## src/rtl/stopwatch_timebase.sv

```systemverilog
// rtl/stopwatch_timebase.sv - stopwatch master time base: button sync, run/pause FSM, sub-ms counter
// Feeds time_ns/ms_tick to the ms digit flop and pulses digit_clear to zero the digit chain.
module stopwatch_timebase #(
   parameter int                    COUNT_SIZE = 20,
   parameter logic [COUNT_SIZE-1:0] COUNT_MAX  = COUNT_SIZE'(999999)
) (
   input  logic                  clk,
   input  logic                  rst,
   input  logic                  start_btn,
   input  logic                  clear_btn,
   output logic [COUNT_SIZE-1:0] time_ns,
   output logic                  ms_tick,
   output logic                  running,
   output logic                  digit_clear
);

   typedef enum logic [1:0] {
      IDLE    = 2'd0,
      RUNNING = 2'd1,
      PAUSED  = 2'd2
   } state_t;

   state_t     state;
   state_t     state_next;
   logic [1:0] start_sync;
   logic [1:0] clear_sync;
   logic       start_d;
   logic       clear_d;
   logic       start_press;
   logic       clear_press;

   // Two-flop synchronisers plus a delay flop so a held button yields one press.
   always_ff @(posedge clk or negedge rst) begin
      if (!rst) begin
         start_sync <= 2'b00;
         clear_sync <= 2'b00;
         start_d    <= 1'b0;
         clear_d    <= 1'b0;
      end else begin
         start_sync <= {start_sync[0], start_btn};
         clear_sync <= {clear_sync[0], clear_btn};
         start_d    <= start_sync[1];
         clear_d    <= clear_sync[1];
      end
   end

   assign start_press = start_sync[1] & ~start_d;
   assign clear_press = clear_sync[1] & ~clear_d;

   always_ff @(posedge clk or negedge rst) begin
      if (!rst) begin
         state <= IDLE;
      end else begin
         state <= state_next;
      end
   end

   // Clear outranks start: a simultaneous start press is simply dropped.
   always_comb begin
      state_next = state;
      if (clear_press) begin
         state_next = IDLE;
      end else if (start_press) begin
         case (state)
            IDLE:    state_next = RUNNING;
            RUNNING: state_next = PAUSED;
            PAUSED:  state_next = RUNNING;
            default: state_next = IDLE;
         endcase
      end
   end

   // Counting keys off the registered state, so the first increment lands one edge after entry.
   always_ff @(posedge clk or negedge rst) begin
      if (!rst) begin
         time_ns     <= '0;
         digit_clear <= 1'b0;
      end else begin
         digit_clear <= clear_press;
         if (clear_press) begin
            time_ns <= '0;
         end else if (state == RUNNING) begin
            time_ns <= (time_ns == COUNT_MAX) ? '0 : time_ns + COUNT_SIZE'(1);
         end
      end
   end

   assign running = (state == RUNNING);
   assign ms_tick = running & (time_ns == COUNT_MAX);

endmodule

```

## config.mk

```make
export PLATFORM = sky130hd
export DESIGN_NAME = stopwatch_timebase
export DESIGN_NICKNAME = d
export VERILOG_FILES = /design/src/rtl/stopwatch_timebase.sv
export SDC_FILE = /design/constraint.sdc
export NUM_CORES = 1
export LEC_CHECK = 0
export ABC_CLOCK_PERIOD_IN_PS = 2500
export CAP_MARGIN = 20
export CORE_MARGIN = 10
export CORE_UTILIZATION = 35
export DETAILED_ROUTE_END_ITERATION = 8
export DONT_BUFFER_PORTS = 1
export SKIP_CTS_REPAIR_TIMING = 1
export SYNTH_ARGS = -nofsm -noshare
export SYNTH_HDL_FRONTEND = slang
export SYNTH_SLANG_ARGS = --single-unit
```

## constraint.sdc

```tcl
create_clock -name clk -period 2.5 [get_ports clk]
set_clock_uncertainty 0.2 [all_clocks]
set_input_delay 0.375 -clock clk [delete_from_list [all_inputs] [get_ports clk]]
set_output_delay 0.375 -clock clk [all_outputs]
set_load 0.02 [all_outputs]
```

==> results of run 1 <==
## synth_stat cells, types with 2 or more instances
cell type	n	share of area
a22oi_1	2	0.0099
inv_1	6	0.015
o21ai_1	3	0.0099
a21oi_1	4	0.013
buf_6	2	0.015
clkbuf_1	4	0.0099
nand4_1	7	0.029
or4_4	2	0.015
o211ai_1	7	0.035
o311ai_1	2	0.012
nand3_2	2	0.013
nand2_1	15	0.037
nand4_2	2	0.017
o31ai_1	8	0.040
or4b_1	2	0.013
nor2_1	11	0.027
and3_1	2	0.0083
o21ai_0	4	0.013
nand3_1	7	0.023
dfrtp_1	29	0.48
nor3_1	2	0.0066
a32oi_1	2	0.012
nand2b_1	3	0.012
or3_1	3	0.012
## critical path, delay by kind of cell, from the launching register on
family | cells | cell delay [ps]
buf+inv | 1 | 150
flops | 1 | 400
simple gates | 4 | 990
## layout by cell type, fill, tap and decap left out, types with 2 or more instances in the layout
cell type	n
dfrtp_1	23
buf_4	19
nand2_1	15
nor2_1	11
o31ai_1	8
nand3_1	7
nand4_1	7
o211ai_1	7
inv_1	6
clkbuf_8	6
dfrtp_2	6
o21ai_0	4
a21oi_1	4
nand2b_1	3
o21ai_1	3
or3_1	3
dlygate4sd3_1	3
or4_4	2
nand3_2	2
nand4_2	2
and3_1	2
or4b_1	2
nor3_1	2
a22oi_1	2
a32oi_1	2
o311ai_1	2
## per-stage QoR
stage                     setup slack [ps]  setup TNS, ps  cell area [um2]  power (mW)
after global routing                  16.7              0             1820        1.21
after CTS                            -33.0          -33.0             1760        1.13
final                                  106              0             1820        1.14
after global placement                 317              0             1670       0.729
after detailed placement               285              0             1670       0.740
after floorplan                        137              0             1520       0.669
## area by class of cell
cell class	instances	share of cell area
Inverter	7	0.0144
Tap cell	50	0.0343
Timing Repair Buffer	23	0.106
Clock buffer	7	0.0474
Sequential cell	29	0.402
Multi-Input combinational cell	109	0.396
## cells by family (layout without fill, tap and decap cells)
group                    count (synthesis)  in the layout  synth area share
XOR/XNOR                                 2              2            0.0116
adder cells (fa/ha/maj)                  1              1           0.00826
AO/OA/AOI/OAI                           35             35             0.160
multiplexers                             1              1           0.00661
AND/OR/NAND/NOR                         70             70             0.289
flip-flops                              29             29             0.479
buffers and inverters                   14             37            0.0454
## routing by layer
layer	wire length, um	part of all wire	track usage	vias to the layer above
met5	0	0	0	-
met4	57	0.014	0.0359	0
met3	279	0.067	0.0501	8
met2	2010	0.48	0.183	34
met1	1810	0.44	0.138	652
li1	-	-	-	616
## power groups by stage
stage               sequential, mW  clock (mW)  combinational [mW]
floorplan                    0.568           0               0.101
global placement             0.550           0               0.179
detailed placement           0.552           0               0.188
CTS                          0.543       0.402               0.189
global route                 0.550       0.428               0.228
finish                       0.545       0.394               0.205
## final timing paths
kind	startpoint	endpoint	slack [ps]	cells past startpoint
max	time_ns[11]	ms_tick	110	5
min	clear_sync[0]	clear_sync[1]	150	0
max reg2reg	time_ns[15]	time_ns[16]	310	6
min reg2reg	clear_sync[0]	clear_sync[1]	150	0
max in group asynchronous	rst	time_ns[2]	1580	2
min in group asynchronous	rst	time_ns[12]	330	2
## state kept, by name, summed over array words and instances, names as in the netlist
signal and cells:
time_ns 20, clear_sync 2, start_d 1, state 2, clear_d 1, digit_clear 1
start_sync 2
==> summary.txt, run 1 <==
Floorplanning
  • Std-Cell Rows: 23
  • Initial core utilization: 0.371
  • Boundary Pins: 27
  • Die X: 85.8 um
  • Die Area: 7360 um2
  • Core Area: 4090 um2
  • Die height: around 86 um

Worst setup path
  • Setup crit start kind: flop
  • Setup CP Type: flop to output pin
  • Setup crit end kind: output pin
  • Crit-path cells: or4_4 -> nor4_4 -> nand2_2 -> nor2_1 -> buf_4
  • Worst Path Max Fanout: 3
  • Critical Path RT: approximately 1900 ps
  • Critical Path AT: ~1800 ps
  • Crit-path slowest cell: or4_4
  • Max incr delay on CP: roughly 530 ps

STA
  • Part of the cycle the worst path needs: 0.958
  • Slew HR: 0.732
  • RSZ-0062 raised after global routing: no
  • Min Hold Slack: 154 ps
  • Achievable frequency: 418 MHz
  • Minimum clock period: 2390 ps
  • Fin. max-slew vios: 0
  • Setup violators final: 0
  • Tightest Pin Transition: 398 ps
  • Final Hold Fails: 0

Power
  • Switching share of power: 0.311
  • Comb power frac: 0.180
  • Maximum VDD drop: about 380 uV
  • Sw power: 0.356 mW
  • LEAKAGE: 0.748 nW
  • Seq pwr share: 0.476
  • Int Pwr: 0.788 mW
  • Clock power share: 0.344
  • Pwr/cell area: approximately 630 nW/um2

CTS
  • Worst-path clk slew: around 60 ps
  • CTS tree: done
  • Clk buf depth: 2
  • Clock Tree Root: clkbuf_8
  • Clock sinks: 29
  • H-tree depth: 2
  • Clk Latency, worst-skew pair: 290 ps
  • Cts bufs inserted: 5

Global route
  • Largest net degree at the start of global routing: 30
  • First-pass GRT wire length: 6920 um
  • GRT Util Overall: 0.116
  • Number of global-route vias before repair: 1323
  • Gr ovfl total: 0
  • Antenna violations before repair: 0

Drt
  • WL per Instance: 18.5 um
  • ANT nets after route: 0
  • Vias: roughly 1300
  • Via density: 5.82
  • 1st-iter DRT viols: a little under 100
  • DRT Pass-1 Iters: 4
  • Post-Route WL: 4160 um
  • DRC viols: 0

Synth
  • Most used DFF post-synth: dfrtp_1
  • Synth unique cells: 45
  • Syn avg cell area: approximately 10 um2
  • Post-Synthesis Cell Area: 1520 um2
  • Seq/Total Area, Yosys: 0.479
  • Mapped Cells: 152
  • Syn nets: about 160
  • Ys async rst share: 1.00
  • EDFF count, synth: 0
  • Syn. warnings: 0
  • FF+latch count, synth: 29

Cells and area
  • Layout cells sized above 1: 0.263
  • Fill cell count: 398
  • Filler-free cell count of the finished design: 225
  • Ant diodes: 0
  • Area growth, synth to finish: 20.2%
  • Final core utilization: 0.446
  • Register area: 733 um2
  • Nets: 180
  • Area of the multi-input gates: 721 um2

Placed design
  • Port bufs: 0
  • Placed cells: 213
  • Post-DP HPWL: 3010 um
  • RD Place Congestion: 0.846

Job
  • MaxCap Viol Count: 0

Min path
  • Worst Hold Class: flop to flop

Status
  • Outcome: complete, no violations
No activity file was read; power rests on OpenSTA's default activity.
==> inputs of run 2 (changes only) <==
--- a/config.mk
+++ b/config.mk
@@ -11,6 +11,7 @@
 export CORE_UTILIZATION = 35
 export DETAILED_ROUTE_END_ITERATION = 8
 export DONT_BUFFER_PORTS = 1
+export GPL_TIMING_DRIVEN = 0
 export SKIP_CTS_REPAIR_TIMING = 1
 export SYNTH_ARGS = -nofsm -noshare
 export SYNTH_HDL_FRONTEND = slang
==> run 2 against run 1 <==
The run now ends with negative setup slack left. Wire length fell by 4.8%. Final cell count fell by 2.2%. Core utilization fell by 0.34 points. First-iteration DRC count rose by 27%. Global-route usage fell by 0.65 points. Non-clock buffer count fell by 6. Sequential power rose by 5.1%. Clock power rose by 31%. Die area did not move. Maximum frequency fell by 4.9%. Sequential cell count did not move. Register-to-register slack got worse by 70 ps. Largest cell class unchanged. Highest routed layer unchanged.
==> summary.txt, run 2 (synthesis gave the netlist of run 1 again) <==
Status
  • Outcome: complete, but fails checks
  • Failing checks: negative setup slack

Worst setup path
  • Setup crit end kind: output pin
  • Worst Path Max Fanout: 6
  • CP startpoint: time_ns[8]
  • Setup CP Type: flop to output pin
  • R2R Path End: time_ns[17]
  • Cell count along the critical path: 5
  • Crit-path slowest cell: or4_4
  • CP top delay family: simple AND/OR/NAND/NOR gates
  • Crit-path cells: buf_6 -> or4_4 -> nor4_4 -> nand2_2 -> nor2_4
  • Critical Path RT: 1920 ps
  • R2R setup slack: 240 ps
  • Critical Path Sink: ms_tick
  • Bufs and invs on worst path: 1
  • FF-to-FF path depth: 5
  • Critical Path AT: 1940 ps
  • Max incr delay on CP: 490 ps
  • Setup crit start kind: flop
  • RR Startpoint: time_ns[3]

STA
  • Setup violators final: 1
  • Achievable frequency: 397 MHz
  • Slew HR: 0.655
  • Min Hold Slack: 155 ps
  • RSZ-0062 raised after global routing: yes
  • Final Hold Fails: 0
  • Setup TNS: -18.3 ps
  • Part of the cycle the worst path needs: 1.01
  • Tightest Pin Transition: 518 ps
  • PnR worst setup slack: -18.3 ps
  • Fin. max-slew vios: 0
  • Minimum clock period: 2520 ps

Drt
  • DRT Pass-1 Iters: 4
  • Post-Route WL: ~4000 um
  • WL per Instance: 18.0 um
  • 1st-iter DRT viols: 123
  • DRC viols: 0
  • Vias: between 1000 and 1500
  • ANT nets after route: 0
  • Via density: 5.96

Placed design
  • Post-Place Setup Slack: -30.5 ps
  • Placed inst area: 1580 um2
  • Port bufs: 0
  • RD Place Congestion: about 0.89
  • Post-DP HPWL: 2740 um
  • Placed cells: 202

CTS
  • Cts bufs inserted: 5
  • H-tree depth: 2
  • Clock Tree Root: clkbuf_8
  • Clk Latency, worst-skew pair: 290 ps
  • Clk buf depth: 2
  • Clock sinks: 29
  • Worst-path clk slew: around 70 ps
  • CTS tree: done

Global route
  • First-pass GRT wire length: 6430 um
  • Gr ovfl total: 0
  • Largest net degree at the start of global routing: 30
  • Antenna violations before repair: 0
  • GRT Util Overall: 0.109
  • Number of global-route vias before repair: 1269

Power
  • Maximum VDD drop: 334 uV
  • Comb power frac: 0.121
  • Pwr/cell area: 684 nW/um2
  • Seq pwr share: 0.463
  • LEAKAGE: 0.716 nW
  • Sw power: 0.364 mW
  • Clock power share: 0.416
  • Int Pwr: approximately 0.87 mW
  • Switching share of power: 0.294
  • Overall power: 1.24 mW

Cells and area
  • Area growth, synth to finish: 19.3%
  • Final core utilization: 0.442
  • Filler-free cell count of the finished design: 220
  • Most frequent cells in the layout: 23 x dfrtp_1, 15 x nand2_1, 10 x nor2_1, 8 x o31ai_1
  • Layout cells sized above 1: 0.229
  • Ant diodes: 0
  • Nets: 174
  • Largest register FFs: 20
  • Post-route cell area: 1810 um2
  • Top reg by flops: time_ns
  • Most common cell after layout, fill and taps aside: dfrtp_1

Floorplanning
  • Std-Cell Rows: 23
  • Boundary Pins: 27
  • Die Area: ~7400 um2
  • Die X: around 86 um
  • Initial core utilization: 0.371
  • Core Area: 4090 um2
  • Die height: approximately 86 um

Job
  • MaxCap Viol Count: 0

Min path
  • Worst Hold Class: flop to flop
==> run 2: cell types whose count changed in the layout (fill, tap and decap cells not counted), sizes merged <==
cell / before / now
bufinv: 0 / 1
clkinvlp: 0 / 1
clkbuf: 7 / 10
buf: 20 / 10
==> run 2: power groups by stage <==
stage	clock network, mW	registers (mW)	logic, mW
3_3_place_gp	0	0.578	0.131
2_1_floorplan	0	0.568	0.101
6_report	0.515	0.573	0.149
4_1_cts	0.522	0.571	0.133
3_5_place_dp	0	0.580	0.132
5_1_grt	0.551	0.579	0.172
==> run 2: how the worst min path moves through the flow <==
stage / from / endpoint / slack (ps) / depth (start not counted)
after floorplan: rst / clear_d / -120 / 0
after global placement: rst / time_ns[10] / -120 / 0
after detailed placement: rst / time_ns[10] / -120 / 0
after CTS: rst / time_ns[5] / -430 / 0
after global routing: start_sync[0] / start_sync[1] / 160 / 0
final: clear_sync[0] / clear_sync[1] / 160 / 0
==> run 2: final cells by class <==
class	count	area, um2
Buffer	7	42.5
Clock buffer	6	82.6
Clock inverter	2	37.5
Fill cell	413	2280
Inverter	7	26.3
Multi-Input combinational cell	109	728
Sequential cell	29	733
Tap cell	50	62.6
Timing Repair Buffer	10	95.1
==> run 2: worst reg2reg max path: cells and delay by family, from the launching register on <==
kind / cells / cell delay (ps)
simple gates: 4 / 1270
compound gates: 1 / 160
flops: 1 / 560
==> run 2: metal layers <==
layer / track usage / vias up / part of all wire
met5: 0 / - / 0
met4: 0.0404 / 0 / 0.016
met3: 0.0624 / 7 / 0.11
met2: 0.168 / 53 / 0.46
met1: 0.122 / 647 / 0.41
li1: - / 605 / -
